<file path="src/rtl/mem_arb_pkg.sv">
// Shared types and defaults for the instruction/data memory port arbiter.
package mem_arb_pkg;

  localparam int DEF_WIDTH   = 32;
  localparam int DEF_ADDR_W  = 10;
  localparam int DEF_MEM_LAT = 4;
  localparam int CNT_W       = 4;

  typedef enum logic [1:0] {
    ST_IDLE   = 2'd0,
    ST_ACCESS = 2'd1,
    ST_DONE   = 2'd2
  } state_t;

  // Bit positions in the 2-bit request/grant vectors follow this encoding.
  typedef enum logic {
    SIDE_IC = 1'b0,
    SIDE_DC = 1'b1
  } side_t;

  function automatic logic [CNT_W-1:0] lat_load(input int lat);
    return CNT_W'(lat - 1);
  endfunction

endpackage

</file>
<file path="src/rtl/arb_rr2.sv">
// Two-way round-robin picker; bit 0 is the instruction side, bit 1 the data side.
module arb_rr2
  import mem_arb_pkg::*;
(
  input  logic       clk,
  input  logic       rst_n,
  input  logic [1:0] i_req,
  input  logic       i_update,
  output logic [1:0] o_gnt
);

  // Side that wins the next tie; after reset the data side has priority.
  side_t r_prio;

  always_comb begin
    o_gnt = 2'b00;
    if (i_req == 2'b11) begin
      o_gnt = (r_prio == SIDE_DC) ? 2'b10 : 2'b01;
    end else begin
      o_gnt = i_req;
    end
  end

  always_ff @(posedge clk or negedge rst_n) begin
    if (!rst_n) begin
      r_prio <= SIDE_DC;
    end else if (i_update && (o_gnt != 2'b00)) begin
      r_prio <= o_gnt[1] ? SIDE_IC : SIDE_DC;
    end
  end

endmodule

</file>
<file path="src/rtl/mem_port_arbiter.sv">
// Shares one fixed-latency memory port between an instruction-refill side and a
// data side (read refill or write-through) using a three-state FSM.
module mem_port_arbiter
  import mem_arb_pkg::*;
#(
  parameter int WIDTH   = DEF_WIDTH,
  parameter int ADDR_W  = DEF_ADDR_W,
  parameter int MEM_LAT = DEF_MEM_LAT
)
(
  input  logic              CLK,
  input  logic              RST,
  input  logic              ic_req,
  input  logic [ADDR_W-1:0] ic_addr,
  input  logic              dc_req,
  input  logic              dc_we,
  input  logic [ADDR_W-1:0] dc_addr,
  input  logic [WIDTH-1:0]  dc_wdata,
  output logic              ic_gnt,
  output logic              dc_gnt,
  output logic              ic_done,
  output logic              dc_done,
  output logic [WIDTH-1:0]  rdata,
  output logic              stall,
  output logic              mem_en,
  output logic              mem_we,
  output logic [ADDR_W-1:0] mem_addr,
  output logic [WIDTH-1:0]  mem_wdata,
  input  logic [WIDTH-1:0]  mem_rdata,
  output state_t            o_dbg_state
);

  // Handshake: a side raises req and holds it (with stable addr/we/wdata) until
  // its done pulse. Only a req seen in IDLE starts an access; gnt pulses in the
  // first ACCESS cycle, done in the single DONE cycle. Dropping req mid-access
  // does not cancel it.

  state_t            r_state;
  logic [CNT_W-1:0]  r_cnt;
  side_t             r_side;
  logic              r_mem_en;
  logic              r_mem_we;
  logic [ADDR_W-1:0] r_mem_addr;
  logic [WIDTH-1:0]  r_mem_wdata;
  logic [WIDTH-1:0]  r_rdata;
  logic              r_ic_gnt;
  logic              r_dc_gnt;
  logic              r_ic_done;
  logic              r_dc_done;

  logic [1:0]        w_req;
  logic [1:0]        w_gnt;
  logic              w_take;
  side_t             w_win;

  assign w_req  = {dc_req, ic_req};
  assign w_take = (r_state == ST_IDLE) && (w_req != 2'b00);
  assign w_win  = w_gnt[1] ? SIDE_DC : SIDE_IC;

  arb_rr2 u_rr (
    .clk      (CLK),
    .rst_n    (RST),
    .i_req    (w_req),
    .i_update (w_take),
    .o_gnt    (w_gnt)
  );

  always_ff @(posedge CLK or negedge RST) begin
    if (!RST) begin
      r_state     <= ST_IDLE;
      r_cnt       <= '0;
      r_side      <= SIDE_IC;
      r_mem_en    <= 1'b0;
      r_mem_we    <= 1'b0;
      r_mem_addr  <= '0;
      r_mem_wdata <= '0;
      r_rdata     <= '0;
      r_ic_gnt    <= 1'b0;
      r_dc_gnt    <= 1'b0;
      r_ic_done   <= 1'b0;
      r_dc_done   <= 1'b0;
    end else begin
      r_ic_gnt  <= 1'b0;
      r_dc_gnt  <= 1'b0;
      r_ic_done <= 1'b0;
      r_dc_done <= 1'b0;
      case (r_state)
        ST_IDLE: begin
          if (w_take) begin
            r_state  <= ST_ACCESS;
            r_cnt    <= lat_load(MEM_LAT);
            r_side   <= w_win;
            r_mem_en <= 1'b1;
            if (w_win == SIDE_DC) begin
              r_dc_gnt    <= 1'b1;
              r_mem_we    <= dc_we;
              r_mem_addr  <= dc_addr;
              r_mem_wdata <= dc_wdata;
            end else begin
              r_ic_gnt   <= 1'b1;
              r_mem_we   <= 1'b0;
              r_mem_addr <= ic_addr;
            end
          end
        end
        ST_ACCESS: begin
          if (r_cnt == '0) begin
            r_state  <= ST_DONE;
            r_mem_en <= 1'b0;
            r_mem_we <= 1'b0;
            // mem_rdata is valid in this last enabled cycle.
            if (!r_mem_we) begin
              r_rdata <= mem_rdata;
            end
            if (r_side == SIDE_DC) begin
              r_dc_done <= 1'b1;
            end else begin
              r_ic_done <= 1'b1;
            end
          end else begin
            r_cnt <= r_cnt - CNT_W'(1);
          end
        end
        ST_DONE: begin
          r_state <= ST_IDLE;
        end
        default: begin
          r_state <= ST_IDLE;
        end
      endcase
    end
  end

  assign stall       = (ic_req & ~r_ic_done) | (dc_req & ~r_dc_done);
  assign ic_gnt      = r_ic_gnt;
  assign dc_gnt      = r_dc_gnt;
  assign ic_done     = r_ic_done;
  assign dc_done     = r_dc_done;
  assign rdata       = r_rdata;
  assign mem_en      = r_mem_en;
  assign mem_we      = r_mem_we;
  assign mem_addr    = r_mem_addr;
  assign mem_wdata   = r_mem_wdata;
  assign o_dbg_state = r_state;

endmodule

</file>
<file path="config.mk">
export PLATFORM = sky130hd
export DESIGN_NAME = mem_port_arbiter
export DESIGN_NICKNAME = d
export VERILOG_FILES = /design/src/rtl/mem_arb_pkg.sv /design/src/rtl/arb_rr2.sv /design/src/rtl/mem_port_arbiter.sv
export SDC_FILE = /design/constraint.sdc
export NUM_CORES = 1
export LEC_CHECK = 0
export BUFFER_PORTS_ARGS = -buffer_cell sky130_fd_sc_hd__buf_4
export CORE_MARGIN = 5
export CORE_UTILIZATION = 33
export CTS_CLUSTER_SIZE = 25
export DETAILED_ROUTE_END_ITERATION = 16
export SYNTH_ARGS = -nofsm -noshare
export SYNTH_HDL_FRONTEND = slang
export SYNTH_SLANG_ARGS = --single-unit
</file>
<file path="constraint.sdc">
create_clock -name CLK -period 2.7 [get_ports CLK]
set_input_delay 0.54 -clock CLK [delete_from_list [all_inputs] [get_ports CLK]]
set_output_delay 0.54 -clock CLK [all_outputs]
set_load 0.05 [all_outputs]
</file>
==> results.py, run 1 <==
metrics = {
    "run_status": {
        "status": "completed",
    },
    "cells_and_area": {
        "fill_cells": 966,
        "nets": 498,
        "drive_gt1_share_pct": 63.1,
        "syn2layout_area_growth_pct": 45.3,
        "diodes": 0,
        "layout.cells.non_filler": 552,
    },
    "drt": {
        "via_per_inst": 4.57,
        "wl_per_cell_um": 16.0,
        "drt-total-wl_mm": 8.81,
        "vias": 2520,
        "drt.antenna.violating_nets": 0,
        "drt_iter0_markers": 97,
        "first_pass_iters": 4,
        "route.detailed.drc": 0,
    },
    "critical_path": {
        "cp_num_buf_inv": 2,
        "critPathKind": "flop to flop",
        "arrival_ns": 2.61,
        "cp.required_ns": 2.94,
        "crit_family": "simple AND/OR/NAND/NOR gates",
        "slowest_stage": "or3b_4",
        "critical_path.cell_chain": "inv_1, ha_1, or3b_4, or3_2, buf_4, mux2_4",
        "cp_max_fo": 32,
        "slowest_delay_ns": 0.42,
        "start_kind": "flop",
        "end_kind": "flop",
    },
    "timing": {
        "setup_viol": 0,
        "hold_viol_final": 0,
        "worstMarginPinSlew_ns": 0.574,
        "maxSlewHeadroom_pct": 61.8,
        "slew_violations": 0,
        "tns_ns": 0,
        "clock_skew_ns": 0.00593,
        "rsz0062_at_grt": "false",
        "setup_ws_ns": 0.333,
        "fin_crit_ns": 2.37,
        "period_share_pct": 87.7,
        "max_freq_ghz": 0.422,
    },
    "pwr": {
        "powerDensity_nw_per_um2": 1510,
        "ir_drop_mv": 0.679,
        "total_power_uw": 7910,
        "leakage_uw": 0.00267,
    },
    "clock_tree": {
        "htree_levels": 3,
        "clock_path_buffers": 2,
        "postCtsSetupRepairBufs": 0,
        "cts_hold_buffers": 0,
        "tritoncts": "built",
        "cts-buffers-inserted": 9,
        "clk_latency_ns": 0.35,
        "clk_pin_slew_worst_paths_ns": 0.08,
        "cts_num_sinks": 88,
        "root_buffer": "clkbuf_8",
        "cts_resized": 0,
    },
    "grt": {
        "track_usage_pct": 13.5,
        "grt_pass1_vias": 2695,
        "antenna_found_initial": 0,
        "grt_pass1_wl_mm": 13.7,
        "grt.overflow.total": 0,
        "grt_max_degree": 53,
    },
    "synth": {
        "syn_nets": 321,
        "synth_common_cells": "dfrtp_1, mux2_2, mux2_4",
        "syn_area_per_cell_sq_um": 15.7,
        "synth_area_sq_um": 3600,
        "synth_area_leaders": "dfrtp_1, mux2_4, mux2_2",
        "synth_edf_count": 0,
        "synth_top_flop_cell": "dfrtp_1",
        "synth_cell_type_count": 36,
        "synthMostInstantiatedCell": "dfrtp_1",
        "synth_top_area_share_pct": 60.4,
        "synth_area_leader_cell": "dfrtp_1",
        "async_flop_share_pct": 100,
        "ys_ff_latch": 88,
        "synth_cells": 230,
        "yosysSeqAreaShare_pct": 61.1,
        "synth_warnings": 0,
    },
    "placement": {
        "portBuffers": 171,
        "place_congestion": 0.779,
        "dp_cells": 536,
        "pre_cts_ws_ns": 0.380,
        "place_hpwl_mm": 6.55,
    },
    "die": {
        "die_area_sq_um": 13100,
        "ios": 172,
        "die_w_um": 114,
        "fp.coreArea_sq_um": 10800,
        "start_util_pct": 33.4,
        "rows": 38,
        "die_height_um": 114,
    },
    "min_path": {
        "min_path_type": "input pin to async pin",
    },
    "flow_run": {
        "maxCapViolations": 0,
    },
}
[per-stage QoR]
stage	area, sq um	hold WS (ns)	utilization (%)
final	5240	0.133	48.5
after global routing	5240	0.163	48.5
after CTS	5240	0.136	48.5
after detailed placement	5020	0.418	46.5
after global placement	5020	0.410	46.5
after floorplan	3600	0.244	-
[logic make-up (layout without fill, tap and decap cells)]
family / Yosys count / after routing / share of synthesized area (%)
compound gates: 26 / 26 / 6.22
fa+ha+maj: 2 / 2 / 0.694
buf+inv: 20 / 202 / 3.75
flops: 88 / 88 / 61.1
mux: 65 / 65 / 23.4
simple gates: 29 / 29 / 4.79
[report_power, final]
part / internal [uW] / switching [uW]
clock: 504 / 459
combinational: 1670 / 2920
sequential: 1960 / 384
[final timing paths]
check / slack (ns) / start / end / depth (start not counted)
max: 0.33 / r_cnt[0] / rdata[3] / 6
min: 0.13 / RST / mem_wdata[28] / 1
max reg2reg: 0.33 / r_cnt[0] / rdata[3] / 6
min reg2reg: 0.43 / r_side / ic_done / 1
max in group asynchronous: 1.92 / RST / rdata[15] / 2
min in group CLK: 0.40 / dc_wdata[26] / mem_wdata[26] / 2
[final cells by class]
cell class | instances | area, sq um | share of cell area, %
clock inverters | 4 | 51.3 | 0.980
inverters | 9 | 33.8 | 0.645
well taps | 140 | 175 | 3.35
multi-input cells | 122 | 1270 | 24.2
repair buffers | 177 | 1340 | 25.6
clock buffers | 12 | 165 | 3.15
flip-flops and latches | 88 | 2200 | 42.1
[metal layers]
layer  global-route usage [%]  share of wire, %  vias up
met5                        0                 0        -
li1                         -                 -     1174
met4                     4.51               1.6        0
met3                     4.81               8.7        9
met2                     22.2                49      101
met1                     16.5                41     1236
[state kept, by name, summed over array words and instances, names as in the netlist, 2 cells and up]
name,cells
mem_wdata,32
mem_addr,10
o_dbg_state,2
rdata,32
r_cnt,4
[cell usage in the layout (no fill, tap or decap), types with 2 or more instances in the layout]
| master | Yosys | layout |
|---|---|---|
| ha_1 | 2 | 2 |
| mux2_1 | 2 | 2 |
| inv_1 | 9 | 9 |
| clkbuf_8 | 0 | 12 |
| nand2_1 | 2 | 2 |
| and3_1 | 10 | 10 |
| nor2b_1 | 2 | 2 |
| o21ai_0 | 5 | 5 |
| mux2_4 | 30 | 30 |
| a21oi_1 | 3 | 3 |
| nor3_1 | 3 | 3 |
| nor2_1 | 3 | 3 |
| dfrtp_1 | 87 | 87 |
| and2_1 | 2 | 2 |
| a221o_1 | 10 | 10 |
| buf_4 | 0 | 176 |
| mux2_2 | 32 | 32 |
Power figures use the tool's default switching activity.
==> run 2, diff against run 1 <==
clock period = 2 ns   (was 2.7 ns; I/O delays follow)
==> run 2 against run 1 <==
Effect of this change: the run now ends with setup timing left; register-to-register slack lost 0.35 ns; non-clock buffer count grew 14; global-route usage grew 0.24 points; first-iteration DRC count shrank 14%; via count grew 2.5%; critical path depth is the same.
==> results.py, run 2 (synthesis results as in run 1) <==
metrics = {
    "run_status": {
        "status": "finished, violations left",
        "violations": "setup timing",
    },
    "die": {
        "die_w_um": 114,
        "rows": 38,
        "start_util_pct": 33.4,
        "fp.coreArea_sq_um": 10800,
        "die_height_um": 114,
        "ios": 172,
        "die_area_sq_um": 13100,
    },
    "timing": {
        "tns_ns": -0.0238,
        "setup_ws_ns": -0.0134,
        "hold_viol_final": 0,
        "max_freq_ghz": 0.497,
        "clock_skew_ns": 0.0117,
        "rsz0062_at_grt": "true",
        "period_share_pct": 101,
        "maxSlewHeadroom_pct": 65.5,
        "slew_violations": 0,
        "setup_viol": 3,
        "fin_crit_ns": 2.01,
        "worstMarginPinSlew_ns": 0.516,
    },
    "critical_path": {
        "rrSetupSlack_ns": -0.01,
        "worstReg2RegEnd": "rdata[0]",
        "critical_path.cell_chain": "inv_2, ha_4, or3b_4, or3_4, buf_12, mux2_4",
        "start_kind": "flop",
        "arrival_ns": 2.24,
        "end_kind": "flop",
        "slowest_delay_ns": 0.43,
        "critPathKind": "flop to flop",
        "cp.required_ns": 2.23,
        "reg2reg_depth": 6,
        "r2r_start": "r_cnt[0]",
        "crit_start": "r_cnt[0]",
        "endpoint": "rdata[0]",
        "cp_max_fo": 8,
        "slowest_stage": "or3_4",
    },
    "clock_tree": {
        "htree_levels": 3,
        "clock_path_buffers": 2,
        "clk_latency_ns": 0.35,
        "root_buffer": "clkbuf_8",
        "cts-buffers-inserted": 9,
        "tritoncts": "built",
        "clk_pin_slew_worst_paths_ns": 0.09,
        "cts_num_sinks": 88,
    },
    "cells_and_area": {
        "utilization_pct": 50.9,
        "fill_cells": 957,
        "final_common_cell": "buf_4",
        "drive_gt1_share_pct": 64.6,
        "design_area_sq_um": 5490,
        "syn2layout_area_growth_pct": 52.4,
        "nets": 512,
        "diodes": 0,
        "layout_common_cells": "buf_4, dfrtp_1, mux2_2",
        "layout.cells.non_filler": 566,
    },
    "pwr": {
        "ir_drop_mv": 1.24,
        "pwr-share-clk_pct": 14.0,
        "seq_power_share_pct": 27.9,
        "leakage_uw": 0.00279,
        "p_sw_uw": 5140,
        "p_comb_share_pct": 58.0,
        "powerDensity_nw_per_um2": 2040,
        "internal-power_uw": 6060,
        "switching_share_pct": 45.9,
    },
    "drt": {
        "vias": 2582,
        "route.detailed.drc": 0,
        "via_per_inst": 4.56,
        "drt-total-wl_mm": 9.04,
        "first_pass_iters": 4,
        "wl_per_cell_um": 16.0,
        "drt.antenna.violating_nets": 0,
        "drt_iter0_markers": 83,
    },
    "placement": {
        "place_hpwl_mm": 6.60,
        "portBuffers": 171,
        "dp_cells": 543,
        "pre_cts_ws_ns": -0.112,
        "place_congestion": 0.783,
        "place_area_sq_um": 5100,
    },
    "flow_run": {
        "maxCapViolations": 0,
    },
    "grt": {
        "grt.overflow.total": 0,
        "grt_pass1_vias": 2715,
        "antenna_found_initial": 0,
        "grt_pass1_wl_mm": 14.1,
        "track_usage_pct": 13.8,
        "grt_max_degree": 46,
    },
    "min_path": {
        "min_path_type": "input pin to flop",
        "holdPathStages": 2,
    },
}
-- run 2: layer usage --
metal	up-vias	GRT usage (%)	wire length (um)
li1	1213	-	-
met2	101	22.4	4320
met5	-	0	0
met3	8	4.12	795
met4	0	4.51	119
met1	1260	17.6	3810
-- run 2: stage by stage --
step                total power (uW)  hold WS, ns
floorplan                       7580        0.104
global placement                9490        0.311
detailed placement              9570        0.316
CTS                            11300        0.251
global route                   11700        0.247
finish                         11200        0.268
-- run 2: cell type report --
class                           instances  area, sq um  area share, %
Inverter                                9         33.8          0.615
Clock inverter                          5          129           2.35
Sequential cell                        88         2200           40.2
Timing Repair Buffer                  191         1530           27.9
Multi-Input combinational cell        122         1280           23.4
Tap cell                              140          175           3.19
Clock buffer                           11          131           2.39
-- run 2: repair_timing --
item / CTS / global route
endpoints found under the setup margin: 32 / 32
resized for setup: 8 / 0
buffers inserted: 3 / 0
endpoints found under the hold margin: 20 / 0
hold buffers: 1 / 0
cloned: 3 / 0
-- run 2: how the worst min path moves through the flow --
stage,start,endpoint
floorplan,RST,dc_done
global placement,RST,mem_wdata[28]
detailed placement,RST,mem_wdata[28]
CTS,dc_wdata[26],mem_wdata[26]
global route,dc_wdata[26],mem_wdata[26]
finish,dc_wdata[26],mem_wdata[26]
-- run 2: power by group through the flow --
stage / Clock (uW) / Combinational [uW] / Sequential [uW]
floorplan: 0 / 1600 / 5980
global placement: 0 / 6340 / 3160
detailed placement: 0 / 6410 / 3160
CTS: 1620 / 6570 / 3140
global route: 1680 / 6790 / 3250
finish: 1570 / 6500 / 3130
-- run 2: worst max-delay path, delay by kind of cell, from the launching register on --
family        cells  cell delay, ns
fa+ha+maj         1            0.13
flops             1            0.39
simple gates      2            0.80
buf+inv           2            0.27
mux               1            0.30
==> run 3, diff against run 2 <==
CORE_MARGIN = default   (was 5)
RECOVER_POWER = 25   (was default)
clock period = 2.1 ns   (was 2 ns; I/O delays follow)
==> run 3 against run 2 <==
Effect of this change: the flow now finishes without violations; total power fell by 9.7%; register-to-register slack improved by 0.096 ns; wire length down 6.7%; critical endpoint is now rdata[27]; global-route usage increased by 1.8 points; via count decreased by 1.2%; design area shrank 3.8%; sequential power down 4%; critical path type unchanged; count of clock-buffer cells in the layout did not move; core utilization down 0.38 points; largest cell class unchanged; worst hold slack lost 0.096 ns; critical path depth stayed put; sequential share of layout area rose by 1.6 points; highest routed layer unchanged.
==> results.py, run 3 (synthesis results as in run 1) <==
metrics = {
    "grt": {
        "grt.overflow.total": 0,
        "antenna_found_initial": 0,
        "grt_pass1_wl_mm": 13.6,
        "met3_usage_pct": 4.35,
        "grt_pass1_vias": 2638,
        "track_usage_pct": 15.5,
        "grt_max_degree": 54,
        "grtUsageMet1_pct": 20.2,
        "use_met2_pct": 25.4,
        "top_usage_layer": "met2",
    },
    "cells_and_area": {
        "multi_input_area_sq_um": 1270,
        "fill_cells": 936,
        "area.sequential_sq_um": 2200,
        "syn2layout_area_growth_pct": 46.6,
        "layout.cells.non_filler": 555,
        "utilization_pct": 50.5,
        "layout_common_cells": "buf_4, dfrtp_1, mux2_2",
        "nets": 505,
        "drive_gt1_share_pct": 63.5,
        "final_common_cell": "buf_4",
        "diodes": 0,
        "design_area_sq_um": 5280,
    },
    "placement": {
        "pre_cts_ws_ns": -0.00849,
        "place_area_sq_um": 5080,
        "place_congestion": 0.762,
        "place_hpwl_mm": 6.14,
        "dp_cells": 538,
        "portBuffers": 171,
    },
    "drt": {
        "wl_per_cell_um": 15.2,
        "vias": 2551,
        "drt_iter0_markers": 85,
        "first_pass_iters": 4,
        "drt-total-wl_mm": 8.44,
        "via_per_inst": 4.60,
        "route.detailed.drc": 0,
        "drt.antenna.violating_nets": 0,
    },
    "critical_path": {
        "critPathKind": "flop to flop",
        "arrival_ns": 2.24,
        "end_kind": "flop",
        "r2r_start": "r_cnt[1]",
        "start_kind": "flop",
        "crit_start": "r_cnt[1]",
        "cp_max_fo": 16,
        "cp.required_ns": 2.33,
    },
    "pwr": {
        "p_comb_share_pct": 59.8,
        "powerDensity_nw_per_um2": 1910,
        "ir_drop_mv": 0.916,
        "pwr-share-clk_pct": 10.6,
        "seq_power_share_pct": 29.6,
        "leakage_uw": 0.00269,
        "p_sw_uw": 4860,
        "switching_share_pct": 48.1,
        "internal-power_uw": 5250,
    },
    "die": {
        "fp.coreArea_sq_um": 10500,
        "die_w_um": 106,
        "die_height_um": 106,
        "ios": 172,
        "die_area_sq_um": 11300,
        "rows": 37,
        "start_util_pct": 34.4,
    },
    "timing": {
        "tns_ns": 0,
        "max_freq_ghz": 0.496,
        "setup_ws_ns": 0.0829,
        "maxSlewHeadroom_pct": 40.5,
        "rsz0062_at_grt": "false",
        "worstMarginPinSlew_ns": 0.892,
        "slew_violations": 0,
        "fin_crit_ns": 2.02,
        "hold_viol_final": 0,
        "clock_skew_ns": 0.0118,
        "setup_viol": 0,
        "period_share_pct": 96.1,
    },
    "clock_tree": {
        "postCtsSetupRepairBufs": 0,
        "clk_pin_slew_worst_paths_ns": 0.10,
        "cts-buffers-inserted": 9,
        "htree_levels": 3,
        "cts_num_sinks": 88,
        "cts_resized": 2,
        "tritoncts": "built",
        "root_buffer": "clkbuf_8",
        "clock_path_buffers": 2,
        "clk_latency_ns": 0.35,
        "cts_hold_buffers": 0,
    },
    "min_path": {
        "min_path_type": "input pin to async pin",
    },
    "run_status": {
        "status": "completed",
    },
    "flow_run": {
        "maxCapViolations": 0,
    },
}
## run 3: changes by cell type in the layout (fill, tap and decap cells not counted), moves of 2 or more
cell,delta
bufinv_16,-4
buf_16,-2
inv_1,+2
inv_2,-2
buf_4,-5
clkinvlp_4,+3
## run 3: layer usage
metal	share of wire [%]	wire, um	up-vias
met5	0	0	-
met4	0.97	82	0
met2	48	4020	113
li1	-	-	1199
met3	6.9	585	7
met1	44	3740	1232
## run 3: worst paths after layout
kind,depth (start not counted),end,slack [ns]
setup reg to reg,6,rdata[27],0.08
hold reg to reg,1,ic_done,0.43
max in group asynchronous,2,mem_addr[1],0.61
setup / recovery,6,rdata[27],0.08
min in group CLK,2,rdata[6],0.29
hold / removal,1,rdata[23],0.17
## run 3: critical path, stage by stage (launching register included)
cell	delay [ns]
dfrtp_1	0.39
inv_1	0.08
ha_1	0.17
or3b_4	0.38
or3_4	0.39
buf_12	0.18
mux2_4	0.30
## run 3: area by class of cell
| class | instances | share of cell area [%] |
|---|---|---|
| Tap cell | 136 | 3.22 |
| Clock inverter | 5 | 0.758 |
| Sequential cell | 88 | 41.7 |
| Inverter | 9 | 0.640 |
| Timing Repair Buffer | 184 | 27.0 |
| Clock buffer | 11 | 2.68 |
| Multi-Input combinational cell | 122 | 24.0 |
## run 3: power groups by stage
stage	registers (uW)	logic (uW)	clock network, uW
6_report	2990	6050	1070
5_1_grt	3100	6320	1200
4_1_cts	3000	6110	1120
3_5_place_dp	3020	6070	0
3_3_place_gp	3010	6000	0
2_1_floorplan	5690	1530	0
## run 3: per-stage QoR
step	hold WS (ns)	total power [uW]
3_3_place_gp	0.410	9010
2_1_floorplan	0.124	7220
3_5_place_dp	0.413	9090
4_1_cts	0.0202	10200
6_report	0.172	10100
5_1_grt	0.247	10600
